==> config.mk <==
export PLATFORM = sky130hd
export DESIGN_NAME = sorted_serializer
export DESIGN_NICKNAME = d
export VERILOG_FILES = /design/src/rtl/bitonic_pkg.sv /design/src/rtl/vec_fifo.sv /design/src/rtl/sorted_serializer.sv
export SDC_FILE = /design/constraint.sdc
export NUM_CORES = 1
export LEC_CHECK = 0
export ABC_CLOCK_PERIOD_IN_PS = 19500
export CAP_MARGIN = 20
export CORE_AREA = 2 2 224 226
export DETAILED_ROUTE_END_ITERATION = 7
export DIE_AREA = 0 0 226 228
export PLACE_DENSITY = 0.74
export SYNTH_ARGS = -nofsm -noshare
export SYNTH_HDL_FRONTEND = slang
export SYNTH_HIERARCHICAL = 1
export SYNTH_SLANG_ARGS = --single-unit
==> constraint.sdc <==
create_clock -name clk -period 19.5 [get_ports clk]
set_input_delay 3.9 -clock clk [delete_from_list [all_inputs] [get_ports clk]]
set_output_delay 3.9 -clock clk [all_outputs]
set_load 0.02 [all_outputs]
==> src/rtl/bitonic_pkg.sv <==
// Shared constants and helpers for the bitonic sorter family of blocks.
package bitonic_pkg;

   localparam int unsigned DEFAULT_WIDTH = 32;
   localparam int unsigned DEFAULT_DEPTH = 8;

   // Keeps pointer widths at least one bit wide when a dimension is 1.
   function automatic int unsigned clog2_min1(input int unsigned n);
      return (n <= 1) ? 1 : $clog2(n);
   endfunction

endpackage

==> src/rtl/vec_fifo.sv <==
// FIFO of whole sorted vectors; push and pop may coincide, including when full.
module vec_fifo
   import bitonic_pkg::*;
#(
   parameter int unsigned WIDTH   = DEFAULT_WIDTH,
   parameter int unsigned DEPTH   = DEFAULT_DEPTH,
   parameter int unsigned NUM_BUF = 2
) (
   input  logic                          clk,
   input  logic                          rst,
   input  logic                          push,
   input  logic                          pop,
   input  logic [0:DEPTH-1][WIDTH-1:0]   din,
   output logic                          full,
   output logic                          empty,
   output logic [0:DEPTH-1][WIDTH-1:0]   head
);

   localparam int unsigned PtrW = clog2_min1(NUM_BUF);
   localparam int unsigned CntW = $clog2(NUM_BUF + 1);

   logic [0:DEPTH-1][WIDTH-1:0] mem [NUM_BUF];
   logic [PtrW-1:0]             rd_ptr;
   logic [PtrW-1:0]             wr_ptr;
   logic [CntW-1:0]             count;

   // Pointers wrap explicitly because NUM_BUF need not be a power of two.
   function automatic logic [PtrW-1:0] next_ptr(input logic [PtrW-1:0] p);
      return (p == PtrW'(NUM_BUF - 1)) ? '0 : p + 1'b1;
   endfunction

   always_ff @(posedge clk) begin
      if (rst) begin
         rd_ptr <= '0;
         wr_ptr <= '0;
         count  <= '0;
      end else begin
         if (push) wr_ptr <= next_ptr(wr_ptr);
         if (pop)  rd_ptr <= next_ptr(rd_ptr);
         unique case ({push, pop})
            2'b10:   count <= count + 1'b1;
            2'b01:   count <= count - 1'b1;
            default: count <= count;
         endcase
      end
   end

   always_ff @(posedge clk) begin
      if (push) mem[wr_ptr] <= din;
   end

   assign full  = (count == CntW'(NUM_BUF));
   assign empty = (count == '0);
   assign head  = mem[rd_ptr];

endmodule

==> src/rtl/sorted_serializer.sv <==
// Buffers sorted vectors from the sorter and streams them out one element per
// beat, counting vectors that arrive when no buffer entry can take them.
module sorted_serializer
   import bitonic_pkg::*;
#(
   parameter int unsigned WIDTH     = DEFAULT_WIDTH,
   parameter int unsigned DEPTH     = DEFAULT_DEPTH,
   parameter int unsigned NUM_BUF   = 2,
   parameter int unsigned CNT_WIDTH = 16
) (
   input  logic                         clk,
   input  logic                         rst,
   input  logic                         valid_in,
   input  logic [0:DEPTH-1][WIDTH-1:0]  vec_in,
   input  logic                         out_ready,
   input  logic                         clr_stats,
   output logic                         out_valid,
   output logic [WIDTH-1:0]             out_data,
   output logic [$clog2(DEPTH)-1:0]     out_idx,
   output logic                         out_last,
   output logic                         busy,
   output logic                         overflow,
   output logic [CNT_WIDTH-1:0]         drop_count
);

   localparam int unsigned IdxW = $clog2(DEPTH);

   logic                        full;
   logic                        empty;
   logic [0:DEPTH-1][WIDTH-1:0] head;
   logic                        last_beat;
   logic                        xfer;
   logic                        pop;
   logic                        accept;
   logic                        drop;

   assign busy      = !empty;
   assign out_valid = busy;
   assign last_beat = (out_idx == IdxW'(DEPTH - 1));
   assign out_last  = out_valid && last_beat;
   assign out_data  = out_valid ? head[out_idx] : '0;

   assign xfer   = out_valid && out_ready;
   assign pop    = xfer && last_beat;
   // A full buffer still accepts when its head vector leaves this cycle.
   assign accept = valid_in && (!full || pop);
   assign drop   = valid_in && !accept;

   vec_fifo #(
      .WIDTH   (WIDTH),
      .DEPTH   (DEPTH),
      .NUM_BUF (NUM_BUF)
   ) u_vec_fifo (
      .clk   (clk),
      .rst   (rst),
      .push  (accept),
      .pop   (pop),
      .din   (vec_in),
      .full  (full),
      .empty (empty),
      .head  (head)
   );

   always_ff @(posedge clk) begin
      if (rst) begin
         out_idx <= '0;
      end else if (xfer) begin
         out_idx <= last_beat ? '0 : out_idx + 1'b1;
      end
   end

   // A drop in the same cycle as clr_stats counts as the first new drop.
   always_ff @(posedge clk) begin
      if (rst) begin
         overflow   <= 1'b0;
         drop_count <= '0;
      end else if (drop) begin
         overflow <= 1'b1;
         if (clr_stats)             drop_count <= CNT_WIDTH'(1);
         else if (drop_count != '1) drop_count <= drop_count + 1'b1;
      end else if (clr_stats) begin
         overflow   <= 1'b0;
         drop_count <= '0;
      end
   end

endmodule
==> results by group <==
Routing
  • Vias: 11180
  • First-pass DRT Iterations: 5
  • Overall routed net length: roughly 46 mm
  • Post-route DRC: 0
  • Vias per cell: 5.205
  • DRT iter0 DRCs: 705
  • Routed wire per std cell: 21.18 um
  • Antenna Nets Post-Route: 0

GRT
  • Pin count of the biggest net entering global routing: 85
  • Initial antenna violation count: 8
  • First-pass GRT wire length: 68.50 mm
  • Vias in the first global route: between 10000 and 15000
  • GRT Util Overall: ~18%
  • Grt total ovfl: 0

Logic synthesis
  • Area leader, netlist: edfxtp_1
  • Post-synth EDFFs: 512
  • Cell count after synthesis: between 1000 and 1500
  • Syn avg cell area: between 15 and 20 sq um
  • Post-synth ARST share: 0%
  • Largest cells by area after synthesis: edfxtp_1 (70%), mux2_2 (13%), mux4_2 (6.6%)
  • Yosys top cell area share: 70.41%
  • Area of the mapped netlist: 21840 sq um
  • Post-Syn Nets: 1357
  • Top FF cell, synth: edfxtp_1
  • Yosys warning total: 6
  • Distinct cells, synth: 49
  • #FFs+latches synth: between 500 and 600
  • Post-synthesis sequential area ratio: around 73%

Worst setup path
  • Critical path type: register to output port
  • Worst R2R Setup Slack: 13.77 ns
  • Critical Path Most Common Cell: buf_4
  • Req. time, crit path: 15.60 ns
  • Crit-path cells: buf_4 > buf_4 > buf_16 > mux2_2 > mux4_2 > mux2i_1 > nor2_1 > clkdlybuf4s50_1
  • Slowest cell on crit path: dfxtp_4
  • Crit. End Element: output port
  • Critical Path AT: around 4.7 ns
  • CP startpoint kind: register
  • CP peak stage delay: 0.78 ns
  • CP max FO: 74

Placement
  • GPL Wtd Cong: 0.8292
  • HPWL after DPL: 28.69 mm
  • Pre-CTS WS: 11.16 ns
  • IO buf count: about 320

CTS
  • Clk Latency, worst-skew pair: about 0.6 ns
  • Root Buffer: clkbuf_16
  • # Post-CTS Setup Buffers: 0
  • Max H-tree Level: 2
  • CTS tree: yes
  • Clock tree sinks: around 540
  • Clk slew on worst S/H paths: 0.06 ns
  • Resized Gates After CTS: 0
  • Maximum root-to-sink buffer count: 3
  • TritonCTS buffer count: 55
  • Hold_buf cts: 0

Die
  • Core ar.: 49350 sq um
  • Die ar.: between 50000 and 60000 sq um
  • Rows: 82
  • Die width: 226 um
  • DIE HEIGHT: around 230 um
  • Starting density of the core: between 40% and 50%
  • Boundary Pins: 316

Timing
  • Final worst slack: 10.95 ns
  • Final Max Tran Viols: 0
  • Max frequency: 117.0 MHz
  • Final setup fails: 0
  • WHS: ~0.48 ns
  • Tcrit/Tclk final: 43.85%
  • Clock Skew: around 0.018 ns
  • Final min period: between 8 and 9 ns
  • Setup_tns: 0 ns
  • Final Hold Viols: 0
  • Worst Tran Pin Value: 1.138 ns
  • Worst slew margin: 24.15%
  • RSZ-0062 raised after global routing: false

Power
  • Pleak: 8.821 nW
  • Internal power: 0.002101 W
  • Clock power share: 38.6%
  • Switching Share: between 20% and 30%
  • VDD IR-drop max: 0.08364 mV
  • Net Switching: 0.0005805 W
  • Power per standard cell area: around 98 nW/um^2
  • Power, Total: 0.002681 W
  • Sequential share of power: roughly half
  • Comb pwr share: 9.7%

Final layout
  • Layout cells sized above 1: 30.23%
  • Reg area: roughly 16000 sq um
  • Area of the multi-input gates: 5544 sq um
  • Final core occ: around 56%
  • Nets@finish: 1690
  • Synth-to-layout area growth: 25.53%
  • Final-layout fill cell count: 3780

Hold path
  • Worst hold path class: register to register

Flow run
  • Maxcap violations: 0

Outcome
  • Outcome: completed
## registers in the layout (all words and copies together), names as in the netlist, named ones only
register	count
drop_count	16
out_idx	3
overflow	1
u_vec_fifo/count	2
u_vec_fifo/mem	512
u_vec_fifo/rd_ptr	1
u_vec_fifo/wr_ptr	1
## final timing paths
| kind | startpoint | to | cells past startpoint |
|---|---|---|---|
| worst min-delay path | overflow | overflow | 2 |
| worst max-delay path | register | out_data[1] | 8 |
| worst max register to register | out_idx[0] | u_vec_fifo/mem[1][175] | 8 |
| worst min register to register | overflow | overflow | 2 |
## power groups by stage
stage | clock network [W] | logic [W] | registers [W]
5_1_grt | 0.00111 | 0.000280 | 0.00139
3_3_place_gp | 0 | 0.000257 | 0.00141
4_1_cts | 0.00106 | 0.000264 | 0.00139
3_5_place_dp | 0 | 0.000262 | 0.00141
6_report | 0.00104 | 0.000261 | 0.00139
2_1_floorplan | 0 | 0.000143 | 0.00143
## cells in the final DEF (no fill, tap or decap), types with 5 or more instances in the layout
cell type / n
xnor2_1: 6
buf_4: 13
a21oi_1: 10
clkinv_1: 9
nor2_1: 49
inv_1: 6
clkdlybuf4s50_1: 315
edfxtp_1: 512
mux2i_1: 35
clkinv_2: 16
clkbuf_16: 57
mux2_2: 256
clkbuf_1: 8
dfxtp_1: 21
bufinv_16: 5
nand2_1: 9
a31oi_1: 5
nand3_1: 7
mux4_2: 64
## cell usage after synthesis (2+ instances only)
cell type and number:
a2111oi_2 2, a21oi_1 10, a221o_1 2, a31oi_1 5, and2_1 2, and4_4 3
buf_1 2, buf_2 8, buf_4 12, buf_6 20, clkbuf_1 12, dfxtp_1 25
edfxtp_1 512, ha_1 4, inv_1 6, mux2_2 256, mux2i_1 35, mux4_2 64
nand2_1 9, nand3_1 7, nand4_1 4, nor2_1 51, nor2b_1 2, nor3_1 4
o21ai_0 4, or3_1 3, xnor2_1 6
## final cells by class
class / instances / share of cell area, %
Clock buffer: 65 / 5.313
Sequential cell: 537 / 57.96
Multi-Input combinational cell: 494 / 20.23
Timing Repair Buffer: 330 / 12.06
Tap cell: 672 / 3.067
Antenna cell: 4 / 0.03652
Inverter: 7 / 0.09586
Clock inverter: 39 / 1.242
## per-stage QoR
stage / cell area (sq um) / cells
floorplan: 21840 / 1092
global placement: 25550 / 2038
detailed placement: 25550 / 2038
CTS: 27350 / 2142
global route: 27410 / 2146
finish: 27410 / 2148
## critical path, delay by kind of cell, from the launching register on
kind | cells | cell delay [ns]
flip-flops | 1 | 0.78
AND/OR/NAND/NOR | 1 | 0.06
multiplexers | 3 | 1.09
buffers and inverters | 4 | 1.95
## per-layer routing
| metal | share of wire, % | wire, um | up-vias | GRT usage, % |
|---|---|---|---|---|
| met5 | 0.12 | 53 | - | 0 |
| met4 | 2.2 | 1022 | 8 | 5.215 |
| met3 | 6.3 | 2850 | 79 | 4.289 |
| met2 | 51 | 23340 | 284 | 30.25 |
| met1 | 40 | 18240 | 5740 | 22.01 |
| li1 | - | - | 5069 | - |
## kinds of logic after synthesis
group / after synthesis / synth area share (%)
simple gates: 95 / 2.235
buf+inv: 61 / 1.988
xor+xnor: 7 / 0.2808
compound gates: 33 / 1.157
fa+ha+maj: 4 / 0.2292
mux: 355 / 21.41
flops: 537 / 72.70
Power figures use the tool's default switching activity.
